`src/rtl/ord_id_issuer.sv`:
```
// Transaction-ID issuer for the reorder buffer: tags master read requests with a
// round-robin ID that still has credit and forks each tagged request to the slave and order ports.
module ord_id_issuer #(
  parameter int ORD_DEPTH = 4,
  parameter int ID_W      = $clog2(ORD_DEPTH),
  parameter int ADDR_W    = 32,
  parameter int LEN_W     = 16,
  parameter int MAX_OUTST = 4,
  localparam int CNT_W    = $clog2(MAX_OUTST + 1)
) (
  input  logic                         clk,
  input  logic                         rst_n,
  input  logic [ADDR_W-1:0]            req_addr,
  input  logic [LEN_W-1:0]             req_len,
  input  logic                         req_vld,
  output logic                         req_rdy,
  output logic [ID_W-1:0]              iss_id,
  output logic [ADDR_W-1:0]            iss_addr,
  output logic [LEN_W-1:0]             iss_len,
  output logic                         iss_vld,
  input  logic                         iss_rdy,
  output logic [ID_W-1:0]              ord_id,
  output logic [LEN_W-1:0]             ord_len,
  output logic                         ord_vld,
  input  logic                         ord_rdy,
  input  logic [ID_W-1:0]              cpl_id,
  input  logic                         cpl_last,
  input  logic                         cpl_vld,
  output logic [ORD_DEPTH*CNT_W-1:0]   outst_cnt_o,
  output logic                         cpl_err
);

  localparam logic [CNT_W-1:0] MAX_CNT = CNT_W'(MAX_OUTST);
  localparam logic [ID_W-1:0]  LAST_ID = ID_W'(ORD_DEPTH - 1);

  logic [ORD_DEPTH-1:0][CNT_W-1:0] cnt_q, cnt_d;
  logic [ID_W-1:0]                 rr_ptr_q, rr_ptr_d;
  logic                            iss_pend_q, iss_pend_d;
  logic                            ord_pend_q, ord_pend_d;
  logic [ID_W-1:0]                 slot_id_q, slot_id_d;
  logic [ADDR_W-1:0]               slot_addr_q, slot_addr_d;
  logic [LEN_W-1:0]                slot_len_q, slot_len_d;
  logic                            cpl_err_q, cpl_err_d;

  logic                            avail;
  logic [ID_W-1:0]                 cand_id;
  logic [ID_W-1:0]                 probe;
  logic                            iss_hs, ord_hs;
  logic                            slot_open;
  logic                            accept;
  logic                            cpl_fire;
  logic                            cpl_oor;
  logic                            inc, dec_ok;

  // Candidate: first ID at or after rr_ptr (wrapping) that still has credit.
  always_comb begin
    avail   = 1'b0;
    cand_id = '0;
    probe   = '0;
    for (int i = 0; i < ORD_DEPTH; i++) begin
      probe = ID_W'((int'(rr_ptr_q) + i) % ORD_DEPTH);
      if (!avail && (cnt_q[probe] < MAX_CNT)) begin
        avail   = 1'b1;
        cand_id = probe;
      end
    end
  end

  // Handshakes: a transfer happens on a rising edge where valid & ready are both high.
  // Valid never drops and slot data never changes until that transfer; ready may
  // depend combinationally on the sink, so req_rdy follows iss_rdy/ord_rdy in-cycle.
  assign iss_hs    = iss_pend_q & iss_rdy;
  assign ord_hs    = ord_pend_q & ord_rdy;
  assign slot_open = (~iss_pend_q | iss_hs) & (~ord_pend_q | ord_hs);
  assign req_rdy   = avail & slot_open;
  assign accept    = req_vld & req_rdy;

  always_comb begin
    iss_pend_d  = iss_pend_q & ~iss_hs;
    ord_pend_d  = ord_pend_q & ~ord_hs;
    slot_id_d   = slot_id_q;
    slot_addr_d = slot_addr_q;
    slot_len_d  = slot_len_q;
    rr_ptr_d    = rr_ptr_q;
    if (accept) begin
      iss_pend_d  = 1'b1;
      ord_pend_d  = 1'b1;
      slot_id_d   = cand_id;
      slot_addr_d = req_addr;
      slot_len_d  = req_len;
      rr_ptr_d    = (cand_id == LAST_ID) ? '0 : cand_id + ID_W'(1);
    end
  end

  assign cpl_fire = cpl_vld & cpl_last;
  assign cpl_oor  = ({1'b0, cpl_id} >= (ID_W + 1)'(ORD_DEPTH));

  // Credit counters; a completion on an empty ID saturates at zero and flags an error.
  always_comb begin
    cnt_d     = cnt_q;
    cpl_err_d = cpl_err_q;
    inc       = 1'b0;
    dec_ok    = 1'b0;
    if (cpl_fire && cpl_oor) begin
      cpl_err_d = 1'b1;
    end
    for (int i = 0; i < ORD_DEPTH; i++) begin
      inc    = accept && (cand_id == ID_W'(i));
      dec_ok = 1'b0;
      if (cpl_fire && !cpl_oor && (cpl_id == ID_W'(i))) begin
        if (cnt_q[i] == '0) begin
          cpl_err_d = 1'b1;
        end else begin
          dec_ok = 1'b1;
        end
      end
      if (inc && !dec_ok) begin
        cnt_d[i] = cnt_q[i] + CNT_W'(1);
      end else if (!inc && dec_ok) begin
        cnt_d[i] = cnt_q[i] - CNT_W'(1);
      end
    end
  end

  always_ff @(posedge clk or negedge rst_n) begin
    if (!rst_n) begin
      cnt_q       <= '0;
      rr_ptr_q    <= '0;
      iss_pend_q  <= 1'b0;
      ord_pend_q  <= 1'b0;
      slot_id_q   <= '0;
      slot_addr_q <= '0;
      slot_len_q  <= '0;
      cpl_err_q   <= 1'b0;
    end else begin
      cnt_q       <= cnt_d;
      rr_ptr_q    <= rr_ptr_d;
      iss_pend_q  <= iss_pend_d;
      ord_pend_q  <= ord_pend_d;
      slot_id_q   <= slot_id_d;
      slot_addr_q <= slot_addr_d;
      slot_len_q  <= slot_len_d;
      cpl_err_q   <= cpl_err_d;
    end
  end

  assign iss_vld     = iss_pend_q;
  assign iss_id      = slot_id_q;
  assign iss_addr    = slot_addr_q;
  assign iss_len     = slot_len_q;
  assign ord_vld     = ord_pend_q;
  assign ord_id      = slot_id_q;
  assign ord_len     = slot_len_q;
  assign outst_cnt_o = cnt_q;
  assign cpl_err     = cpl_err_q;

endmodule
```
`config.mk`:
```
export PLATFORM = sky130hd
export DESIGN_NAME = ord_id_issuer
export DESIGN_NICKNAME = d
export VERILOG_FILES = /design/src/rtl/ord_id_issuer.sv
export SDC_FILE = /design/constraint.sdc
export NUM_CORES = 1
export LEC_CHECK = 0
export CAP_MARGIN = 20
export CORE_MARGIN = 2
export CORE_UTILIZATION = 48
export CTS_CLUSTER_SIZE = 8
export DETAILED_ROUTE_END_ITERATION = 7
export DONT_BUFFER_PORTS = 1
export GPL_TIMING_DRIVEN = 0
export SYNTH_ARGS = -nofsm -noshare
export SYNTH_HDL_FRONTEND = slang
export SYNTH_SLANG_ARGS = --single-unit
```
`constraint.sdc`:
```
create_clock -name clk -period 7.65 [get_ports clk]
set_input_delay 1.1475 -clock clk [delete_from_list [all_inputs] [get_ports clk]]
set_output_delay 1.1475 -clock clk [all_outputs]
set_load 0.02 [all_outputs]
```
==> results.py <==
metrics = {
    "grt": {
        "met2_usage_pct": 26.55,
        "antenna_found_initial": 0,
        "grtUsageMet1_pct": 20.06,
        "grt_pass1_vias": 1877,
        "grt.overflow.total": 0,
        "gr-max-usage-layer": "met2",
        "grt_pass1_wl_mm": 9.142,
        "grt.total_usage_pct": 16.51,
        "grt_max_degree": 68,
        "met3_usage_pct": 5.900,
    },
    "clock_tree": {
        "post-cts-setup-buffers": 0,
        "clkSinkCount": 67,
        "cts_inserted_buffers": 9,
        "cts_hold_buffers": 0,
        "tritoncts": "done",
        "h-tree-depth": 3,
        "cts-root-buf": "clkbuf_8",
        "clock_latency_ns": 0.33,
        "clockBufferDepth": 2,
        "ctsResizeCount": 0,
        "path_clk_slew_ns": 0.07,
    },
    "placed_design": {
        "dpl-instance-area_sq_um": 3188,
        "place_inst": 303,
        "place.gp.congestion": 0.7112,
        "hpwl_mm": 3.932,
        "port_buffers": 0,
        "pre_cts_slack_ns": 4.227,
    },
    "synth": {
        "synth_seq_area_share_pct": 54.23,
        "syn_area_per_cell_sq_um": 13.68,
        "syn-num-nets": 295,
        "netlist_instances": 226,
        "ys_warn_count": 0,
        "ys_ff_latch": 67,
        "syn_area_sq_um": 3092,
        "synthDistinctLibCells": 32,
    },
    "timing": {
        "fin_crit_ns": 3.065,
        "max_slew_margin_pct": 60.69,
        "tightest_slew_ns": 0.5869,
        "max_clock_freq_ghz": 0.3263,
        "whs_ns": 0.5053,
        "rsz0062_at_grt": "false",
        "slew_viol_final": 0,
        "fin_skew_ns": 0.006695,
        "fin_ws_ns": 4.585,
        "setup_viol": 0,
        "period_share_pct": 40.07,
        "fin_tns_setup_ns": 0,
        "finalHoldViolCount": 0,
    },
    "drt": {
        "viasPerCell": 5.339,
        "avgRoutedWirePerCell_um": 16.92,
        "drt.antenna.violating_nets": 0,
        "first_pass_iters": 4,
        "drc": 0,
        "wl_mm": 5.397,
        "num_vias": 1703,
        "drt_iter0_markers": 48,
    },
    "layout": {
        "final_nets": 306,
        "stdcell_area_sq_um": 3373,
        "final_core_util_pct": 53.74,
        "areaGrowthSynthToFinish_pct": 9.106,
        "layout-drive-gt1-share_pct": 23.55,
        "diodes": 0,
        "fin_cells": 319,
    },
    "power": {
        "p_leak_nw": 1.486,
        "power.total_mw": 1.588,
        "ir_worst_vdd_mv": 0.1995,
        "power_density_nw_per_um2": 470.8,
    },
    "setup_path": {
        "worstPathArrival_ns": 3.32,
        "cp_num_buf_inv": 2,
        "critPathMaxFanout": 10,
        "crit_chain": "nand2b_1 > nand3_2 > a31oi_4 > buf_4 > and2_1 > ha_1 > inv_1 > fa_1 > xor2_1 > nor2_1 > xor2_1",
        "end_kind": "flop",
        "slowest_stage": "a31oi_4",
        "reg2reg_slack_ns": 4.81,
        "crit_type": "input port to flop",
        "path_delay_family": "simple AND/OR/NAND/NOR gates",
        "required_ns": 7.90,
        "cp_common_cell": "xor2_1",
        "critPathMaxStageDelay_ns": 0.42,
        "start_kind": "input port",
    },
    "floorplan": {
        "initial_core_util_pct": 49.25,
        "num_io_pins": 141,
        "die-area_sq_um": 7099,
        "rows": 29,
        "die_x_um": 84.26,
        "dieHeight_um": 84.26,
        "core_sq_um": 6277,
    },
    "status": {
        "status": "finished, final reports clean",
    },
    "run": {
        "cap_violations": 0,
    },
    "worst_hold_path": {
        "hold_class": "input port to asynchronous set/reset pin",
    },
}
-- synth_stat cells --
library cell | number | area, sq um
xor2_1 | 7 | 61.31
a22o_1 | 1 | 8.760
mux2_1 | 40 | 450.4
inv_1 | 8 | 30.03
fa_1 | 4 | 80.08
nand3_2 | 1 | 10.01
o31ai_1 | 1 | 7.510
or3_1 | 2 | 12.51
ha_1 | 8 | 100.1
o221ai_1 | 2 | 17.52
nor2b_1 | 1 | 6.260
o21ai_0 | 2 | 10.01
buf_4 | 19 | 142.6
nand2b_1 | 2 | 12.51
mux2_2 | 14 | 157.7
a2bb2oi_1 | 1 | 8.760
nand2_1 | 7 | 26.28
nand3_1 | 1 | 5.000
nor2_1 | 10 | 37.54
and2_1 | 5 | 31.28
dfrtp_1 | 67 | 1677
a22oi_1 | 1 | 7.510
mux2i_1 | 2 | 20.02
and2_4 | 1 | 8.760
nand3b_1 | 1 | 7.510
nor3_1 | 4 | 20.02
buf_2 | 2 | 10.01
buf_6 | 4 | 45.04
a31oi_4 | 1 | 21.27
xnor2_1 | 5 | 43.79
a31o_2 | 1 | 8.760
a31oi_1 | 1 | 6.260
-- power breakdown --
group          switching [mW]  total, mW  leakage (nW)  internal (mW)
clock                   0.131      0.281        0.0971          0.150
combinational           0.238      0.481         0.609          0.244
sequential              0.320      0.826         0.781          0.506
total                   0.689       1.59          1.49          0.899
-- sequential cells by signal, indices dropped and copies added (netlist names) --
register,flops
cpl_err,1
iss_addr,32
iss_id,2
iss_len,16
iss_vld,1
ord_vld,1
outst_cnt_o,12
rr_ptr_q,2
-- kinds of logic after synthesis --
logic type | synth area share [%]
compound gates | 3.117
xor+xnor | 3.399
fa+ha+maj | 5.828
buf+inv | 7.365
flops | 54.23
mux | 20.32
simple gates | 5.747
-- placed cells by master (no fill, tap or decap), types with 4 or more instances in the layout --
master / synthesis / layout
dfrtp_1: 67 / 67
mux2_1: 40 / 40
buf_4: 19 / 19
mux2_2: 14 / 14
nor2_1: 10 / 10
clkbuf_8: 0 / 9
inv_1: 8 / 8
ha_1: 8 / 8
nand2_1: 7 / 7
xor2_1: 7 / 7
and2_1: 5 / 5
xnor2_1: 5 / 5
nor3_1: 4 / 4
buf_6: 4 / 4
fa_1: 4 / 4
-- cell type report --
cell class | instances | area [sq um]
Sequential cell | 67 | 1677
Clock buffer | 11 | 131.4
Inverter | 8 | 30.03
Clock inverter | 5 | 53.80
Buffer | 25 | 197.7
Tap cell | 77 | 96.34
Multi-Input combinational cell | 126 | 1187
Fill cell | 539 | 2904
-- per-layer routing --
metal | vias up | wire [um]
met3 | 9 | 545
li1 | 771 | -
met2 | 88 | 2595
met5 | - | 0
met1 | 835 | 2179
met4 | 0 | 77
-- path summary, 6_finish.rpt --
check | start | depth (start not counted) | to
setup / recovery | ord_rdy | 11 | outst_cnt_o[5]
hold / removal | rst_n | 0 | iss_addr[10]
setup reg to reg | outst_cnt_o[8] | 12 | outst_cnt_o[11]
hold reg to reg | rr_ptr_q[1] | 1 | rr_ptr_q[1]
max in group asynchronous | rst_n | 0 | iss_addr[27]
min in group clk | rr_ptr_q[1] | 1 | rr_ptr_q[1]
(Power assumes the default switching activity.)
